<file path="src/rtl/branch_redirect_ctrl_pkg.sv">
// Shared control definitions for the PC redirect path.
//   redir_state_t : redirect sequencer states (IDLE, PEND, FLUSH)
//   FLUSH_CNT_W   : width of the post-acceptance flush countdown
package riscv_ctrl_pkg;

    typedef enum logic [1:0] {
        IDLE  = 2'd0,
        PEND  = 2'd1,
        FLUSH = 2'd2
    } redir_state_t;

    localparam int unsigned FLUSH_CNT_W = 4;

endpackage

</file>
<file path="src/rtl/branch_redirect_ctrl_sat_counter.sv">
// Saturating up-counter used for branch/jump statistics.
//   clk   : clock, rising edge
//   reset : asynchronous active-low reset, clears count
//   inc   : increment request for this cycle
//   count : current value; holds at all-ones instead of wrapping
module sat_counter #(
    parameter int unsigned W = 16
) (
    input  logic         clk,
    input  logic         reset,
    input  logic         inc,
    output logic [W-1:0] count
);

    always_ff @(posedge clk or negedge reset) begin
        if (!reset) begin
            count <= '0;
        end else if (inc && (count != '1)) begin
            count <= count + 1'b1;
        end
    end

endmodule

</file>
<file path="src/rtl/branch_redirect_ctrl.sv">
// Sequences the PC redirect from the EX-stage branch unit to the IF PC register.
// A taken branch/jump in IDLE is captured, presented to fetch until accepted,
// then IF/ID and ID/EX are flushed for FLUSH_CYCLES cycles while wrong-path
// redirects are ignored.
//   clk            : clock, rising edge
//   reset          : asynchronous active-low reset
//   ex_valid       : EX holds a valid instruction
//   PcSel          : branch/jump taken
//   JalSel         : instruction is jal/jalr
//   BrPC           : branch target address
//   fetch_ready    : IF accepts redirect_pc this cycle
//   redirect_valid : redirect_pc must be loaded into the PC
//   redirect_pc    : captured target, word aligned
//   flush_ifid     : squash IF/ID
//   flush_idex     : squash ID/EX
//   busy           : sequencer not idle
//   target_err     : sticky misaligned / out-of-range target flag
//   br_taken_cnt   : saturating count of taken conditional branches
//   jump_cnt       : saturating count of taken jal/jalr
module branch_redirect_ctrl
    import riscv_ctrl_pkg::*;
#(
    parameter int unsigned PC_W         = 9,
    parameter int unsigned FLUSH_CYCLES = 2,
    parameter int unsigned CNT_W        = 16
) (
    input  logic             clk,
    input  logic             reset,
    input  logic             ex_valid,
    input  logic             PcSel,
    input  logic             JalSel,
    input  logic [31:0]      BrPC,
    input  logic             fetch_ready,
    output logic             redirect_valid,
    output logic [PC_W-1:0]  redirect_pc,
    output logic             flush_ifid,
    output logic             flush_idex,
    output logic             busy,
    output logic             target_err,
    output logic [CNT_W-1:0] br_taken_cnt,
    output logic [CNT_W-1:0] jump_cnt
);

    if ((FLUSH_CYCLES < 1) || (FLUSH_CYCLES > 15)) begin : g_bad_flush_cycles
        $error("branch_redirect_ctrl: FLUSH_CYCLES must be in 1..15");
    end

    localparam logic [FLUSH_CNT_W-1:0] FLUSH_LOAD = FLUSH_CNT_W'(FLUSH_CYCLES - 1);

    redir_state_t           state, state_nxt;
    logic [FLUSH_CNT_W-1:0] cnt, cnt_nxt;
    logic                   capture;
    logic                   tgt_bad;

    // Only IDLE may capture; anything seen in PEND/FLUSH is wrong-path.
    assign capture = (state == IDLE) && ex_valid && PcSel;
    assign tgt_bad = (BrPC[1:0] != 2'b00) || (BrPC[31:PC_W] != '0);

    always_ff @(posedge clk or negedge reset) begin
        if (!reset) begin
            state <= IDLE;
            cnt   <= '0;
        end else begin
            state <= state_nxt;
            cnt   <= cnt_nxt;
        end
    end

    always_comb begin
        state_nxt      = state;
        cnt_nxt        = cnt;
        redirect_valid = 1'b0;
        flush_ifid     = 1'b0;
        flush_idex     = 1'b0;
        busy           = 1'b0;
        case (state)
            IDLE: begin
                if (capture) begin
                    state_nxt = PEND;
                end
            end
            PEND: begin
                redirect_valid = 1'b1;
                flush_ifid     = 1'b1;
                flush_idex     = 1'b1;
                busy           = 1'b1;
                if (fetch_ready) begin
                    state_nxt = FLUSH;
                    cnt_nxt   = FLUSH_LOAD;
                end
            end
            FLUSH: begin
                flush_ifid = 1'b1;
                flush_idex = 1'b1;
                busy       = 1'b1;
                if (cnt == '0) begin
                    state_nxt = IDLE;
                end else begin
                    cnt_nxt = cnt - 1'b1;
                end
            end
            default: begin
                state_nxt = IDLE;
            end
        endcase
    end

    always_ff @(posedge clk or negedge reset) begin
        if (!reset) begin
            redirect_pc <= '0;
            target_err  <= 1'b0;
        end else if (capture) begin
            redirect_pc <= {BrPC[PC_W-1:2], 2'b00};
            if (tgt_bad) begin
                target_err <= 1'b1;
            end
        end
    end

    sat_counter #(.W(CNT_W)) u_br_cnt (
        .clk   (clk),
        .reset (reset),
        .inc   (capture && !JalSel),
        .count (br_taken_cnt)
    );

    sat_counter #(.W(CNT_W)) u_jump_cnt (
        .clk   (clk),
        .reset (reset),
        .inc   (capture && JalSel),
        .count (jump_cnt)
    );

endmodule

</file>
<file path="config.mk">
export PLATFORM = sky130hd
export DESIGN_NAME = branch_redirect_ctrl
export DESIGN_NICKNAME = d
export VERILOG_FILES = /design/src/rtl/branch_redirect_ctrl_pkg.sv /design/src/rtl/branch_redirect_ctrl_sat_counter.sv /design/src/rtl/branch_redirect_ctrl.sv
export SDC_FILE = /design/constraint.sdc
export NUM_CORES = 1
export LEC_CHECK = 0
export BUFFER_PORTS_ARGS = -buffer_cell sky130_fd_sc_hd__buf_2
export CAP_MARGIN = 20
export CORE_AREA = 2 2 93 95
export CTS_BUF_LIST = sky130_fd_sc_hd__clkbuf_8
export DETAILED_ROUTE_END_ITERATION = 7
export DIE_AREA = 0 0 95 97
export SYNTH_ARGS = -nofsm -noshare
export SYNTH_HDL_FRONTEND = slang
export SYNTH_SLANG_ARGS = --single-unit
</file>
<file path="constraint.sdc">
create_clock -name clk -period 5.9 [get_ports clk]
set_clock_uncertainty 0.1 [all_clocks]
set_input_delay 0.295 -clock clk [delete_from_list [all_inputs] [get_ports clk]]
set_output_delay 0.295 -clock clk [all_outputs]
set_load 0.05 [all_outputs]
</file>
# After elaboration in Yosys (flattened, before gate mapping)
# Cells that the tools add are included.
# W data, S select, Z words.
totals:
  ff_bits: 46
  in_bits: 38
  output_inout_bits: 46
  elab_cells: 43
op_classes:
  add_sub_neg: 3
  eq_ne: 8
  mux: 9
  reduce_logical: 17
ops:
  columns: ["op", "count"]
  rows:
  - ["$add A16 B1 Y16 const B", 2]
  - ["$ne A16 B16 Y1 const B", 2]
  - ["$reduce_bool A23 Y1", 1]
  - ["$mux W4", 2]
  - ["$ne A2 B2 Y1 const B", 4]
  - ["$pmux W4 S2", 1]
  - ["$logic_and A1 B1 Y1", 6]
  - ["$mux W2", 3]
  - ["$pmux W2 S3", 1]
  - ["$reduce_and A3 Y1", 2]
  - ["$logic_not A4 Y1", 1]
  - ["$reduce_bool A2 Y1", 2]
  - ["$sub A4 B1 Y4 const B", 1]
  - ["$eq A2 B1 Y1 const B", 1]
  - ["$eq A2 B2 Y1 const B", 1]
  - ["$logic_not A2 Y1", 1]
  - ["$mux W1", 2]
  - ["$reduce_and A2 Y1", 1]
  - ["$reduce_or A2 Y1", 1]
  - ["$logic_not A1 Y1", 1]
  - ["$logic_or A1 B1 Y1", 1]

# Depth between registers and ports, before layout
# Gate-level depths: netlist of run 1.
logic_depth:
  ltp_word: 5
  ltp_mapped: 7
  mapped_depth_nobuf: 6

# Hierarchy
# Synthesis of run 1 repeated with hierarchy kept, for this count alone.
hier_totals:
  hier_cells: 241
  hier_area_um2: 2576.2
modules_own_cells:
  columns: ["module", "n_inst", "cells_each", "area_per_inst_um2", "seq_area_each_um2"]
  rows:
  - ["sat_counter", 2, 72, 859.6, 400.4]
  - ["branch_redirect_ctrl", 1, 97, 857.1, 350.3]

# Least setup slack after synthesis of run 1
# Ideal clock, no wire load.
synth_timing:
  path_kind: "reg-to-reg"
  startpoint: "register u_br_cnt.count[2]"
  endpoint: "register u_br_cnt.count[13]"
  setup_ns: 0.143
  arrival_ns: 1.816
  required_time_ns: 5.657
  slack_ns: 3.842
  path_stages_with_launch: 6
  path_buffers: 1
  period_less_slack_ns: 2.058
  cell_sequence: "dfrtp_1 -> nand4_2 -> or2_1 -> buf_6 -> or3_4 -> xnor2_2"
synth_via:
  elab_chain_cells: 2
  elab_cells_between_ends: 3
  cone_classes: "1 x add/sub; 1 x eq/ne; 1 x reduce/logical"
synth_rtl:
  columns: ["item", "line_no", "text"]
  rows:
  - ["from (decl)", "branch_redirect_ctrl_sat_counter.sv:12", "output logic [W-1:0] count"]
  - ["from (signal assigned)", "branch_redirect_ctrl_sat_counter.sv:19", "count <= count + 1'b1;"]
  - ["parallel branches: the longest is 2 deep, another holds $add A16 B1 Y16", null, null]
# Parallel ways; which one is timed is not known.
# A chain may end at the register's enable or synchronous reset.

# Worst setup path after layout of run 1
layout_timing:
  startpoint: "register state[0]"
  endpoint: "register u_br_cnt.count[12]"
layout_via:
  elab_chain_cells: 5
layout_rtl:
  columns: ["item", "line_no", "text"]
  rows:
  - ["from (decl)", "branch_redirect_ctrl.sv:50", "redir_state_t state, state_nxt;"]
  - ["from (signal assigned)", "branch_redirect_ctrl.sv:64", "state <= state_nxt;"]
  - ["$logic_not A2 Y1", "branch_redirect_ctrl.sv:56", "assign capture = (state == IDLE) && ex_valid && PcSel;"]
  - ["$logic_and A1 B1 Y1 (2 in series)", "branch_redirect_ctrl.sv:56", null]
  - ["$logic_and A1 B1 Y1", "branch_redirect_ctrl.sv:123", ".inc (capture && !JalSel),"]
  - ["$logic_and A1 B1 Y1", "branch_redirect_ctrl_sat_counter.sv:18", "end else if (inc && (count != '1)) begin"]
# No other way between the ends.

==> flow_summary.toml, run 1 <==
[timing]
finalSetupTns_ps = 0
hold_slack_ps = 132
timing.final.hold_violations = 0
period_share = 0.385
worstMarginPinSlew_ps = 552
fin_ws_ps = 3630
slew_violations = 0
fmax_mhz = 440
rsz0062_at_grt = "false"
setup_viol = 0
slew_headroom = 0.629
period_minus_slack_ps = 2270

[layout]
diodes = 0
syn_to_final_growth_pct = 26.0
final_cells = 410
final_nets = 349
drive_above_1_share = 0.354
finalCoreUtilization = 0.372

[yosys]
yosysWarnings = 0
yosysUniqueCellTypes = 44
synthArstFlopShare = 1.00
synth_enable_flop_cells = 0
synth_area_mm2 = 0.00240
yosysSeqAreaShare = 0.480
ys.flop_type = "dfrtp_1"
synth_cells = 220
synth-seq-cells = 46
avgSynthCellArea_um2 = 10.9

[power]
pwr-share-comb = 0.449
p_int_mw = 0.671
peakVddDrop_uv = 251
clock_power_share = 0.186
p_leak_nw = 1.45
pwr-share-seq = 0.364
p_switching_mw = 0.579
power_density_mw_per_mm2 = 414
swShare = 0.463

[global_route]
antenna_found_initial = 0
overflow = 0
globalRouteMet3Util = 0.0312
grtUsageMet2 = 0.184
busiest_layer = "met2"
grt_pass1_wl_um = 8670
grt_pass1_vias = 1890
grt_max_degree = 47
gr-usage-all-layers = 0.116
met1_usage = 0.155

[routing]
route.detailed.drc = 0
drt_iter0_markers = 98
ant_nets = 0
viasPerCell = 4.85
wl_per_cell_um = 12.9
wl_um = 5280
via_count = 1987
drtPass1Iterations = 4

[floorplan]
core-area_mm2 = 0.00813
placementRows = 33
num_io_pins = 84
die_area_mm2 = 0.00922
start_util = 0.295
die_h_um = 97
die_w_um = 95

[worst_setup_path]
cpMaxStageDelayCell = "and3_1"
cp-start-kind = "flip-flop"
cp_top_family = "simple AND/OR/NAND/NOR gates"
worstPathRequired_ps = 5990
worst-path-buf-inv = 1
worst_setup_path_end_kind = "flip-flop"
path_max_fanout = 9
critPathKind = "flip-flop to flip-flop"
crit_path_cell_trace = "inv_1 > ha_1 > and3_1 > nand3b_2 > nor3_1 > mux2_1"
regToRegSetupSlack_ps = 3630
critical_path.max_stage_delay_ps = 440
cp.arrival_ps = 2360

[clocking]
cts.sinks = 46
clockBufferDepth = 2
cts_tree = "done"
clk_latency_ps = 300
clkTransAtPathRegs_ps = 90
ctsRootBufferMaster = "clkbuf_8"
htree_levels = 2
cts_buffers = 5
cts_resized = 0

[placed_design]
dp_hpwl_um = 3990
placedCellCount = 400
place_worst_setup_slack_ps = 3610
port_buffers = 81
routabilityCongestion = 0.757

[worst_hold_path]
holdCritPathClass = "input pin to flip-flop"

[run]
max_cap_violations = 0

[run_status]
status = "complete, no violations"
[routing by layer]
layer | part of all wire | wire length [um]
met1 | 0.46 | 2420
met2 | 0.46 | 2420
met3 | 0.075 | 396
met4 | 0.0089 | 47
met5 | 0 | 0
[power by group through the flow]
| stage | clock network, mW | registers, mW | logic [mW] |
|---|---|---|---|
| final | 0.233 | 0.456 | 0.562 |
| after global routing | 0.255 | 0.468 | 0.604 |
| after CTS | 0.241 | 0.457 | 0.566 |
| after detailed placement | 0 | 0.462 | 0.565 |
| after global placement | 0 | 0.459 | 0.559 |
| after floorplan | 0 | 0.635 | 0.269 |
[worst paths after layout]
| path | to | depth (start not counted) | startpoint |
|---|---|---|---|
| max in group asynchronous | u_jump_cnt.count[3] | 3 | reset |
| max | u_br_cnt.count[12] | 6 | state[0] |
| min reg2reg | target_err | 1 | target_err |
| min in group asynchronous | redirect_pc[2] | 2 | reset |
| min | redirect_pc[2] | 2 | BrPC[2] |
| max reg2reg | u_br_cnt.count[12] | 6 | state[0] |
[area by class of cell]
cell class / instances / area (um^2)
Fill cell: 832 / 5110
Multi-Input combinational cell: 161 / 1170
Sequential cell: 46 / 1150
Timing Repair Buffer: 83 / 435
Tap cell: 105 / 131
Clock buffer: 5 / 68.8
Clock inverter: 3 / 41.3
Inverter: 7 / 26.3
[cells in the final DEF, fill, tap and decap left out, drive strengths merged, types with 7 or more instances in the layout]
master,instances
ha,7
nand3,11
nand4,17
xnor2,14
mux2,12
xor2,13
nor2,11
inv,8
nor4,10
buf,82
nor3,10
dfrtp,46
nand2,14
[through the flow]
stage          power [mW]  instance area (um^2)
6_report             1.25                  3020
5_1_grt              1.33                  3020
4_1_cts              1.26                  2990
3_5_place_dp         1.03                  2880
3_3_place_gp         1.02                  2880
2_1_floorplan       0.904                  2400
[state kept, by name (all words and copies together), names as in the netlist]
register / cells
cnt: 4
redirect_pc: 7
state: 2
target_err: 1
u_br_cnt.count: 16
u_jump_cnt.count: 16
[cell usage after synthesis, types with 2 or more instances]
master	count	area [um^2]
dfrtp_1	46	1150
nand4_1	16	100
nand2_1	14	52.6
xnor2_1	13	114
xor2_1	13	114
nor2_1	11	41.3
nand3_1	10	50.1
nor3_1	10	50.1
mux2_2	9	101
ha_1	7	87.6
inv_1	7	26.3
nor4_1	7	43.8
o21ai_0	6	30.0
and3_1	4	25.0
buf_4	4	30.0
a211oi_1	3	22.5
a21oi_1	3	15.0
and4_1	3	26.3
mux2_1	3	33.8
nor4_2	3	37.5
buf_6	2	22.5
nand2b_1	2	12.5
nor4b_1	2	17.5
or3_4	2	22.5
[cells by family after synthesis]
kind of cell	after synthesis	synth area share
AOI/OAI and AO/OA	20	0.0574
and+or+nand+nor	92	0.228
other	1	0.00156
xor gates and xnor gates	27	0.102
muxes	13	0.0605
buffers and inverters	14	0.0349
DFF	46	0.480
adders and majority gates	7	0.0365
[repair_timing]
action / in CTS / in global routing
buffers inserted: 0 / 0
hold buffers: 0 / 1
hold endpoints to repair: 0 / 13
(Power assumes the default switching activity.)
==> run 2: changes to the inputs <==
--- a/config.mk
+++ b/config.mk
@@ -5,12 +5,13 @@
 export SDC_FILE = /design/constraint.sdc
 export NUM_CORES = 1
 export LEC_CHECK = 0
+export ABC_AREA = 1
 export BUFFER_PORTS_ARGS = -buffer_cell sky130_fd_sc_hd__buf_2
 export CAP_MARGIN = 20
-export CORE_AREA = 2 2 93 95
+export CORE_AREA = 2 2 100 102
 export CTS_BUF_LIST = sky130_fd_sc_hd__clkbuf_8
 export DETAILED_ROUTE_END_ITERATION = 7
-export DIE_AREA = 0 0 95 97
+export DIE_AREA = 0 0 102 104
 export SYNTH_ARGS = -nofsm -noshare
 export SYNTH_HDL_FRONTEND = slang
 export SYNTH_SLANG_ARGS = --single-unit
==> constraint.sdc (replaced) <==
create_clock -name clk -period 2.3 [get_ports clk]
set_clock_uncertainty 0.1 [all_clocks]
set_input_delay 0.115 -clock clk [delete_from_list [all_inputs] [get_ports clk]]
set_output_delay 0.115 -clock clk [all_outputs]
set_load 0.05 [all_outputs]
==> run 2 against run 1 <==
Against the previous run:
- sequential share of layout area decreased by 5.4 points
- highest routed layer unchanged
- clock power increased to 2.7 times the previous value
- sequential power increased by 140%
- largest power group unchanged
- critical endpoint is now u_jump_cnt.count[11]
- critical path type unchanged
==> flow_summary.toml, run 2 <==
[run_status]
status = "complete, no violations"

[placed_design]
port_buffers = 81
dp_hpwl_um = 4990
routabilityCongestion = 0.782

[worst_setup_path]
cp.arrival_ps = 1940
cp-start-kind = "flip-flop"
path_max_fanout = 11
critPathKind = "flip-flop to flip-flop"
worstPathRequired_ps = 2400
worst_setup_path_end_kind = "flip-flop"

[yosys]
yosysWarnings = 0
synth-compound-area-share = 0.0444
synth_mux_area_frac = 0
synth_area_mm2 = 0.00279
synthXorXnorAreaFrac = 0.0439
synth_enable_flop_cells = 0
ys_top_cells_by_count = "nand2_1 (162), nor2_1 (47), dfrtp_1 (46), inv_1 (32)"
synthSimpleGateAreaFrac = 0.391
synth_most_common_cell = "nand2_1"
yosys.area_share.adder = 0.0314
synth-seq-cells = 46
synthArstFlopShare = 1.00
avgSynthCellArea_um2 = 7.11
yosysTopAreaCellShare = 0.412
synth_top_family_by_area = "simple AND/OR/NAND/NOR gates"
synth_cells = 393
yosysUniqueCellTypes = 27
ys.flop_type = "dfrtp_1"
synth_area_leaders = "dfrtp_1 (41%), nand2_1 (22%), nor2_1 (6.3%), inv_1 (4.3%), nand4_1 (3.6%)"
yosysTopAreaCell = "dfrtp_1"
yosysSeqAreaShare = 0.412

[timing]
worstMarginPinSlew_ps = 560
fmax_mhz = 543
finalSetupTns_ps = 0
rsz0062_at_grt = "false"
slew_headroom = 0.626
setup_viol = 0
timing.final.hold_violations = 0
period_share = 0.801
period_minus_slack_ps = 1840
slew_violations = 0

[floorplan]
start_util = 0.292
num_io_pins = 84
die_area_mm2 = 0.0106
die_h_um = 104
core-area_mm2 = 0.00955
placementRows = 36
die_w_um = 102

[global_route]
antenna_found_initial = 0
gr-usage-all-layers = 0.130
grt_pass1_vias = 2623
overflow = 0
grt_pass1_wl_um = 11500
grt_max_degree = 25

[routing]
via_count = 2708
wl_um = 6580
drt_iter0_markers = 133
viasPerCell = 4.38
route.detailed.drc = 0
drtPass1Iterations = 4
wl_per_cell_um = 10.6
ant_nets = 0

[clocking]
cts_buffers = 5
postCtsSetupBuffers = 0
clk_latency_ps = 300
clkTransAtPathRegs_ps = 100
cts_tree = "done"
cts.sinks = 46
htree_levels = 2
ctsRootBufferMaster = "clkbuf_8"
clockBufferDepth = 2

[power]
p_int_mw = 1.65
power_density_mw_per_mm2 = 883
peakVddDrop_uv = 693
clock_power_share = 0.201
p_leak_nw = 1.78
swShare = 0.470
pwr-share-comb = 0.443
p_switching_mw = 1.46
pwr-share-seq = 0.356

[layout]
diodes = 0
reg_top3 = "u_br_cnt.count x16, u_jump_cnt.count x16, redirect_pc x7"
final_cell_mix = "nand2_1 (162), buf_2 (81), nor2_1 (47)"
drive_above_1_share = 0.231
finalCoreUtilization = 0.369
final_common_cell = "nand2_1"
syn_to_final_growth_pct = 26.2
fill_cells = 1045
final_nets = 529

[run]
max_cap_violations = 0

[worst_hold_path]
holdCritPathClass = "input pin to flip-flop"
-- run 2: layout make-up --
cell class / instances / area [um^2] / share of cell area
Sequential cell: 46 / 1150 / 0.327
Clock buffer: 5 / 68.8 / 0.0195
Clock inverter: 3 / 43.8 / 0.0124
Inverter: 35 / 131 / 0.0373
Tap cell: 133 / 166 / 0.0472
Timing Repair Buffer: 93 / 528 / 0.150
Multi-Input combinational cell: 303 / 1430 / 0.407
-- run 2: power by group through the flow --
stage / clock [mW] / combinational [mW] / sequential (mW)
CTS: 0.653 / 1.40 / 1.11
global route: 0.676 / 1.51 / 1.14
finish: 0.625 / 1.38 / 1.11
floorplan: 0 / 0.708 / 1.50
detailed placement: 0 / 1.39 / 1.12
global placement: 0 / 1.36 / 1.12
-- run 2: layer usage --
layer | vias to the layer above | share of wire | track usage
li1 | 1405 | - | -
met1 | 1224 | 0.49 | 0.177
met2 | 73 | 0.46 | 0.210
met3 | 6 | 0.043 | 0.0262
met4 | 0 | 0.0073 | 0.0333
met5 | - | 0 | 0
-- run 2: path summary, 6_finish.rpt --
path / startpoint / to / slack (ps) / cells after the start
worst max-delay path: u_jump_cnt.count[0] / u_jump_cnt.count[11] / 460 / 8
worst min-delay path: BrPC[29] / target_err / 70 / 7
worst max register to register: u_jump_cnt.count[0] / u_jump_cnt.count[11] / 460 / 8
worst min register to register: target_err / target_err / 360 / 2
max in group asynchronous: reset / u_br_cnt.count[13] / 1340 / 3
min in group asynchronous: reset / u_br_cnt.count[3] / 230 / 2
-- run 2: logic make-up after synthesis --
group,after synthesis
buf+inv,45
fa+ha+maj,7
simple gates,258
compound gates,22
flops,46
other cells,1
xor+xnor,14
-- run 2: per-stage QoR --
stage	instance area [um^2]	setup slack (ps)	hold slack, ps	instances	total power [mW]
4_1_cts	3520	466	56.8	618	3.16
3_3_place_gp	3330	554	43.1	602	2.48
5_1_grt	3520	284	86.6	618	3.32
6_report	3520	458	70.7	618	3.11
2_1_floorplan	2800	306	-281	394	2.21
3_5_place_dp	3330	481	43.1	602	2.51
-- run 2: repair_timing --
action                    in CTS  in global routing
resized for setup              0                  0
hold endpoints to repair      29                  0
hold buffers                   8                  0
-- run 2: critical path: stages, from the launching register on --
cell and delay, ps:
dfrtp_1 460, ha_1 290, nand2_2 70, nor2_2 120, nand2_2 80, o21ai_4 290
inv_2 180, nand2_1 100, nand2_1 50
==> run 3: changes to the inputs <==
==> constraint.sdc (replaced) <==
create_clock -name clk -period 1.85 [get_ports clk]
set_clock_uncertainty 0.1 [all_clocks]
set_input_delay 0.0925 -clock clk [delete_from_list [all_inputs] [get_ports clk]]
set_output_delay 0.0925 -clock clk [all_outputs]
set_load 0.05 [all_outputs]
==> run 3 against run 2 <==
Against the previous run:
- sequential share of layout area decreased by 0.69 points
- setup slack worse by 340 ps
- critical path type unchanged
- wire length up 2.9%
- maximum frequency rose by 6.5%
- via count up 0.44%
- utilization up 0.96 points
- global-route usage shrank 0.11 points
- largest cell class unchanged
- flip-flop and latch count stayed put
- critical path depth did not move
==> flow_summary.toml, run 3 (synthesis gave the netlist of run 2 again) <==
[routing]
viasPerCell = 4.33
ant_nets = 0
route.detailed.drc = 0
via_count = 2720
drtPass1Iterations = 4
wl_um = 6770
drt_iter0_markers = 66
wl_per_cell_um = 10.8

[global_route]
overflow = 0
grt_max_degree = 25
grt_pass1_wl_um = 11300
antenna_found_initial = 0
grt_pass1_vias = 2540
gr-usage-all-layers = 0.129

[clocking]
clk_latency_ps = 290
clockBufferDepth = 2
htree_levels = 2
cts_buffers = 5
ctsRootBufferMaster = "clkbuf_8"
cts_tree = "done"
cts.sinks = 46
clkTransAtPathRegs_ps = 90

[timing]
period_share = 0.935
slew_violations = 0
finalSetupTns_ps = 0
setup_viol = 0
timing.final.hold_violations = 0
worstMarginPinSlew_ps = 555
period_minus_slack_ps = 1730
slew_headroom = 0.630
fmax_mhz = 578
fin_ws_ps = 121

[placed_design]
place_worst_setup_slack_ps = 93.7
dp_hpwl_um = 5130
placedCellCount = 610
port_buffers = 81
routabilityCongestion = 0.818

[worst_setup_path]
r2r_cells = 8
path_max_fanout = 11
worstPathRequired_ps = 1980
cp.arrival_ps = 1860
cp-start-kind = "flip-flop"
crit_cells = 8
critPathKind = "flip-flop to flip-flop"
critical_path.max_stage_delay_ps = 430
worst_setup_path_end_kind = "flip-flop"
worst-path-buf-inv = 2
crit_path_cell_trace = "inv_1 > ha_1 > nand3_2 > nor2_4 > a21boi_1 > buf_4 > nand2_1 > nand2_1"
cp_common_cell = "nand2_1"
cp_top_family = "simple AND/OR/NAND/NOR gates"
cpMaxStageDelayCell = "dfrtp_1"

[layout]
final_common_cell = "nand2_1"
syn_to_final_growth_pct = 29.4
final_cell_mix = "nand2_1 (162), buf_2 (81), nor2_1 (47)"
diodes = 0
drive_above_1_share = 0.251
reg_top3 = "u_br_cnt.count x16, u_jump_cnt.count x16, redirect_pc x7"
finalCoreUtilization = 0.379
final_nets = 539
final_cells = 628

[floorplan]
start_util = 0.292
core-area_mm2 = 0.00955
die_w_um = 102
placementRows = 36
die_h_um = 104
die_area_mm2 = 0.0106
num_io_pins = 84

[run]
max_cap_violations = 0

[run_status]
status = "complete, no violations"

[power]
power_density_mw_per_mm2 = 1080
peakVddDrop_uv = 669
p_leak_nw = 1.83

[worst_hold_path]
whs_path_depth = 7
holdCritPathClass = "input pin to flip-flop"
[run 3: cell count changes in the layout (fill, tap and decap cells not counted), sizes merged]
cell	previous run	this run
buf	85	95
clkinv	1	0
inv	36	37
[run 3: layout make-up]
cell class | count | area, um^2
Clock inverter | 3 | 37.5
Multi-Input combinational cell | 303 | 1440
Timing Repair Buffer | 103 | 616
Sequential cell | 46 | 1160
Clock buffer | 5 | 68.8
Fill cell | 1057 | 5930
Inverter | 35 | 131
Tap cell | 133 | 166
[run 3: metrics by stage]
step           power [mW]  instance area (um^2)  hold slack (ps)
2_1_floorplan        2.76                  2800             -303
3_3_place_gp         3.13                  3400             14.0
3_5_place_dp         3.17                  3400             14.9
4_1_cts              3.94                  3580             40.9
5_1_grt              4.16                  3610             85.7
6_report             3.89                  3610             54.5
[run 3: report_power, final]
| group | internal, mW | switching [mW] | total (mW) | leakage (nW) |
|---|---|---|---|---|
| Sequential | 1.21 | 0.163 | 1.37 | 0.609 |
| Combinational | 0.495 | 1.29 | 1.78 | 1.16 |
| Clock | 0.394 | 0.338 | 0.732 | 0.0607 |
[run 3: worst min-delay path, stage by stage]
cell and delay, ps:
buf_2 70, nor2_1 30, nand2_1 40, nor2_1 40, nand2_1 50, nand2_1 40, nand2_1 40
[run 3: final timing paths]
check / startpoint / slack (ps) / to
worst max-delay path: state[0] / 120 / u_br_cnt.count[11]
worst min-delay path: BrPC[29] / 50 / target_err
min in group asynchronous: reset / 220 / u_br_cnt.count[3]
max in group asynchronous: reset / 890 / u_jump_cnt.count[1]
worst max register to register: state[0] / 120 / u_br_cnt.count[11]
worst min register to register: target_err / 370 / target_err
[run 3: what timing repair did]
item / in CTS / in global routing
buffers inserted: 0 / 2
setup endpoints to repair: 0 / 24
hold endpoints to repair: 29 / 0
gates resized for setup: 0 / 1
hold buffers: 8 / 0
[run 3: routing by layer]
metal / track usage / share of wire / vias up
li1: - / - / 1419
met4: 0.0295 / 0.0065 / 0
met1: 0.170 / 0.47 / 1241
met2: 0.219 / 0.48 / 56
met5: 0 / 0 / -
met3: 0.0222 / 0.040 / 4
